==> src/rtl/stream_mux_nto1.sv <==
// N-to-1 valid/ready stream multiplexer: select-driven or round-robin
// arbitration feeding a single registered output stage.
module stream_mux_nto1 #(
  parameter  int WIDTH = 8,
  parameter  int N     = 4,
  localparam int SEL_W = (N > 1) ? $clog2(N) : 1
) (
  input  logic                 clk,
  input  logic                 rst_n,
  input  logic                 mode,
  input  logic [SEL_W-1:0]     sel,
  input  logic [N*WIDTH-1:0]   in_data,
  input  logic [N-1:0]         in_valid,
  output logic [N-1:0]         in_ready,
  output logic [WIDTH-1:0]     out_data,
  output logic                 out_valid,
  input  logic                 out_ready,
  output logic [SEL_W-1:0]     out_chan
);

  logic                 load_en_s;
  logic                 grant_vld_s;
  logic [SEL_W-1:0]     grant_idx_s;
  logic [WIDTH-1:0]     grant_data_s;
  logic [N-1:0]         in_ready_s;
  logic                 in_xfer_s;
  logic [WIDTH-1:0]     out_data_r;
  logic [SEL_W-1:0]     out_chan_r;
  logic                 out_valid_r;
  logic [SEL_W-1:0]     ptr_r;

  assign load_en_s = ~out_valid_r | out_ready;

  // Arbitration: pick the channel to serve on this cycle.
  always_comb begin
    grant_vld_s = 1'b0;
    grant_idx_s = '0;
    if (mode == 1'b0) begin
      if ({1'b0, sel} < (SEL_W + 1)'(N)) begin
        grant_vld_s = in_valid[sel];
        grant_idx_s = sel;
      end else begin
        grant_vld_s = 1'b0;
        grant_idx_s = '0;
      end
    end else begin
      // Walk the search order backwards so the earliest candidate after ptr wins.
      for (int i = N; i >= 1; i--) begin
        grant_vld_s = grant_vld_s | in_valid[(int'(ptr_r) + i) % N];
        grant_idx_s = in_valid[(int'(ptr_r) + i) % N] ? SEL_W'((int'(ptr_r) + i) % N)
                                                       : grant_idx_s;
      end
    end
  end

  // Data mux: only the granted lane is ever looked at, so X elsewhere stays out.
  always_comb begin
    grant_data_s = '0;
    for (int k = 0; k < N; k++) begin
      grant_data_s = (grant_idx_s == SEL_W'(k)) ? in_data[k*WIDTH +: WIDTH] : grant_data_s;
    end
  end

  // One-hot ready for the granted channel, suppressed while in reset.
  always_comb begin
    in_ready_s = '0;
    if (rst_n && grant_vld_s && load_en_s) begin
      in_ready_s[grant_idx_s] = 1'b1;
    end else begin
      in_ready_s = '0;
    end
  end

  assign in_xfer_s = grant_vld_s & load_en_s;

  // Output register and round-robin pointer.
  always_ff @(posedge clk or negedge rst_n) begin
    if (!rst_n) begin
      out_valid_r <= 1'b0;
      out_data_r  <= '0;
      out_chan_r  <= '0;
      ptr_r       <= SEL_W'(N - 1);
    end else if (in_xfer_s) begin
      out_valid_r <= 1'b1;
      out_data_r  <= grant_data_s;
      out_chan_r  <= grant_idx_s;
      ptr_r       <= mode ? grant_idx_s : ptr_r;
    end else if (out_ready) begin
      out_valid_r <= 1'b0;
    end
  end

  assign in_ready  = in_ready_s;
  assign out_data  = out_data_r;
  assign out_valid = out_valid_r;
  assign out_chan  = out_chan_r;

endmodule

==> config.mk <==
export PLATFORM = sky130hd
export DESIGN_NAME = stream_mux_nto1
export DESIGN_NICKNAME = d
export VERILOG_FILES = /design/src/rtl/stream_mux_nto1.sv
export SDC_FILE = /design/constraint.sdc
export NUM_CORES = 1
export LEC_CHECK = 0
export ABC_AREA = 1
export CAP_MARGIN = 40
export CORE_MARGIN = 10
export CORE_UTILIZATION = 36
export DETAILED_ROUTE_END_ITERATION = 10
export GPL_TIMING_DRIVEN = 0
export PLACE_DENSITY = 0.76
export SLEW_MARGIN = 5
export SYNTH_ARGS = -nofsm -noshare
export SYNTH_HDL_FRONTEND = slang
export SYNTH_SLANG_ARGS = --single-unit
export TNS_END_PERCENT = 100
==> constraint.sdc <==
create_clock -name clk -period 2 [get_ports clk]
set_input_delay 0.4 -clock clk [delete_from_list [all_inputs] [get_ports clk]]
set_output_delay 0.4 -clock clk [all_outputs]
set_load 0.005 [all_outputs]
==> flow_metrics.env <==
export IMPL_outcome="finished with violations"
export IMPL_violations="setup timing"
export IMPL_cts_path_max_buffers=2
export IMPL_drive_gt1_share_pct=31.37
export IMPL_synthTopCellsByArea="dfrtp_1 (25%), nand2_1 (24%), nand3_1 (7.6%)"
export IMPL_multiInputGateArea_um2=818.3
export IMPL_placed_cell_area_um2=1779
export IMPL_drt_iter0_markers=82
export IMPL_yosysTopAreaCell="dfrtp_1"
export IMPL_cts_hold_buf=0
export IMPL_viasPerCell=4.833
export IMPL_stdcell_count=299
export IMPL_power_density_nw_per_um2=1180
export IMPL_slew_limit_headroom_pct=54.24
export IMPL_min_path_cells=2
export IMPL_worstMarginPinSlew_ns=0.6843
export IMPL_rsz0062_at_grt="yes"
export IMPL_grtUsageTotal_pct=15.68
export IMPL_cts_buffers=3
export IMPL_cp_top_family="simple AND/OR/NAND/NOR gates"
export IMPL_routedWlPerCell_um=14.35
export IMPL_worstHoldEndpoint="out_data[5]$_DFFE_PN0P_"
export IMPL_critical_path_required_ns=1.60
export IMPL_grt_max_degree=15
export IMPL_firstDrtPassIters=4
export IMPL_rows=20
export IMPL_path_max_fanout=8
export IMPL_netlist_area_um2=1121
export IMPL_synthXorXnorAreaFrac_pct=0
export IMPL_r2r_end="out_data[0]$_DFFE_PN0P_"
export IMPL_finalCriticalPeriod_ns=2.447
export IMPL_rrSetupSlack_ns=-0.20
export IMPL_ys_async_sr_fraction_pct=100.0
export IMPL_synthFlopType="dfrtp_1"
export IMPL_core_region_area_um2=3028
export IMPL_synth_top_area_share_pct=24.55
export IMPL_synth_top_family_by_area="simple AND/OR/NAND/NOR gates"
export IMPL_syn_nets=222
export IMPL_cts_sinks=13
export IMPL_setup_violations_final=12
export IMPL_first_global_vias=1527
export IMPL_die_h_um=75.81
export IMPL_ctsHtreeMaxLevel=1
export IMPL_grt_ovfl_total=0
export IMPL_layout_nets=298
export IMPL_worst_setup_path_end_kind="output port"
export IMPL_regArea_um2=327.8
export IMPL_area_growth_pct=86.61
export IMPL_power_leakage_nw=1.056
export IMPL_dieArea_um2=5746
export IMPL_fin_ws_ns=-0.4468
export IMPL_finalCritPeriodShare_pct=122.3
export IMPL_vias=1445
export IMPL_drc=0
export IMPL_ys_types=22
export IMPL_clockRootBuffer="clkbuf_4"
export IMPL_synth_common_cells="nand2_1 (71), inv_1 (20), nand3_1 (17), o21ai_0 (14), dfrtp_1 (11)"
export IMPL_final_cell_area_um2=2092
export IMPL_clock_fmax_mhz=408.7
export IMPL_fillers=264
export IMPL_clk_insertion_delay_late_ns=0.28
export IMPL_timing_rr_start="ptr_r[0]$_DFFE_PN1P_"
export IMPL_synth_mux_area_share_pct=0
export IMPL_ff2ff_path_depth=18
export IMPL_yosysMostFrequentCell="nand2_1"
export IMPL_cp_arrival_ns=2.05
export IMPL_critical_path_class="reg2out"
export IMPL_clock_skew_ns=0.001103
export IMPL_max_stage_delay_ns=0.54
export IMPL_synth_edf_count=0
export IMPL_timing_critical_path_mode_cell="nand2_2"
export IMPL_worstPathCellList="buf_8, inv_8, nand2_2, nand3_2, nand2_1, inv_1, nand2_2, nand2_2, nand2_2, nand3_4, nand2_8, nand2_4, buf_8, nor2_4, buf_2"
export IMPL_worstSetupPathDepth=15
export IMPL_dpl_hpwl_um=2977
export IMPL_final_max_slew_viol_count=0
export IMPL_synth_compound_area_share_pct=13.84
export IMPL_maxCapViolations=0
export IMPL_seq_area_frac_synth_pct=29.24
export IMPL_synth_simple_area_share_pct=44.98
export IMPL_portBuffers=56
export IMPL_initial_utilization_pct=37.02
export IMPL_hold_viol=0
export IMPL_cts_tree="built"
export IMPL_grt_pass1_wl_um=6858
export IMPL_yosys_area_share_adder_pct=0
export IMPL_hold_start="out_data[5]$_DFFE_PN0P_"
export IMPL_syn_avg_cell_area_um2=6.228
export IMPL_die_width_um=75.81
export IMPL_gp_congestion=0.8667
export IMPL_yosys_warnings=0
export IMPL_antenna_found_initial=0
export IMPL_antenna_cells=0
export IMPL_postRouteAntennaNets=0
export IMPL_hp_class="reg2reg"
export IMPL_fin_hold_ws_ns=0.4866
export IMPL_cp_start_kind="register"
export IMPL_routed_wl_um=4290
export IMPL_ir_drop_mv=0.6993
export IMPL_critPathBufInv=5
export IMPL_path_clk_slew_ns=0.08
export IMPL_place_inst=280
export IMPL_total_power_mw=2.468
export IMPL_ys_ff_latch=13
export IMPL_ios=57
export IMPL_syn_inst=180
export IMPL_cpMaxStageDelayCell="dfstp_2"
[cells by family (layout without fill, tap and decap cells)]
kind of cell | count (synthesis) | in the layout
buf+inv | 29 | 104
compound gates | 25 | 25
flops | 13 | 13
simple gates | 113 | 113
[worst min-delay path: cells and delay by family (launching register included)]
family           cells  cell delay (ns)
DFF                  1             0.35
and+or+nand+nor      2             0.11
[per-stage QoR]
stage | TNS [ns] | util (%) | worst slack (ns)
6_report | -2.621 | 69.09 | -0.4468
3_3_place_gp | -6.947 | 58.76 | -1.002
4_1_cts | -2.478 | 67.69 | -0.4467
2_1_floorplan | -0.006743 | - | -0.006642
5_1_grt | -4.364 | 69.09 | -0.5721
3_5_place_dp | -7.364 | 58.76 | -1.033
[flip-flops by register name, summed over array words and instances, names as in the netlist]
| name | flops |
|---|---|
| out_data | 8 |
| out_chan | 2 |
| ptr_r | 2 |
| out_valid | 1 |
[layout make-up]
cell class / instances / area share, %
well taps: 44 / 2.632
clock buffers: 4 / 1.256
inverters: 22 / 4.306
repair buffers: 71 / 33.07
flip-flops and latches: 13 / 15.67
multi-input cells: 138 / 39.11
plain buffers: 7 / 3.947
[cells in the final DEF, fill, tap and decap left out, drive strengths merged, types with 3 or more instances in the layout]
cell,n
clkbuf,5
nand2,79
nor2,8
dlymetal6s2s,4
nand3,18
nand4,6
o21ai,21
a21oi,3
clkdlybuf4s50,45
inv,22
buf,24
dlygate4sd2,3
dfrtp,11
[routing by layer]
metal,vias up,track usage (%),routed length [µm],share of wire [%]
met5,-,0,0,0
met4,0,6.392,129,3.0
met3,12,8.073,422,9.8
met2,59,25.57,2034,47
met1,651,16.77,1703,40
li1,723,-,-,-
[repair_timing]
| item | in CTS | in global routing |
|---|---|---|
| endpoints found under the setup margin | 12 | 16 |
| cloned | 1 | 0 |
| resized for setup | 55 | 16 |
| pin swaps | 10 | 10 |
| buffers inserted | 13 | 1 |
[how the worst max path moves through the flow]
| stage | slack [ns] | to | start |
|---|---|---|---|
| floorplan | -0.007 | in_ready[1] | ptr_r[0]$_DFFE_PN1P_ |
| global placement | -1.00 | in_ready[2] | sel[0] |
| CTS | -0.45 | in_ready[0] | ptr_r[0]$_DFFE_PN1P_ |
| detailed placement | -1.03 | in_ready[2] | sel[0] |
| global route | -0.57 | in_ready[2] | ptr_r[0]$_DFFE_PN1P_ |
| finish | -0.45 | in_ready[3] | ptr_r[0]$_DFFE_PN1P_ |
[where the power goes]
| part | internal [mW] | switching, mW |
|---|---|---|
| clock | 0.0776 | 0.0935 |
| combinational | 0.912 | 0.923 |
| sequential | 0.389 | 0.0727 |
No activity file was read; power rests on OpenSTA's default activity.
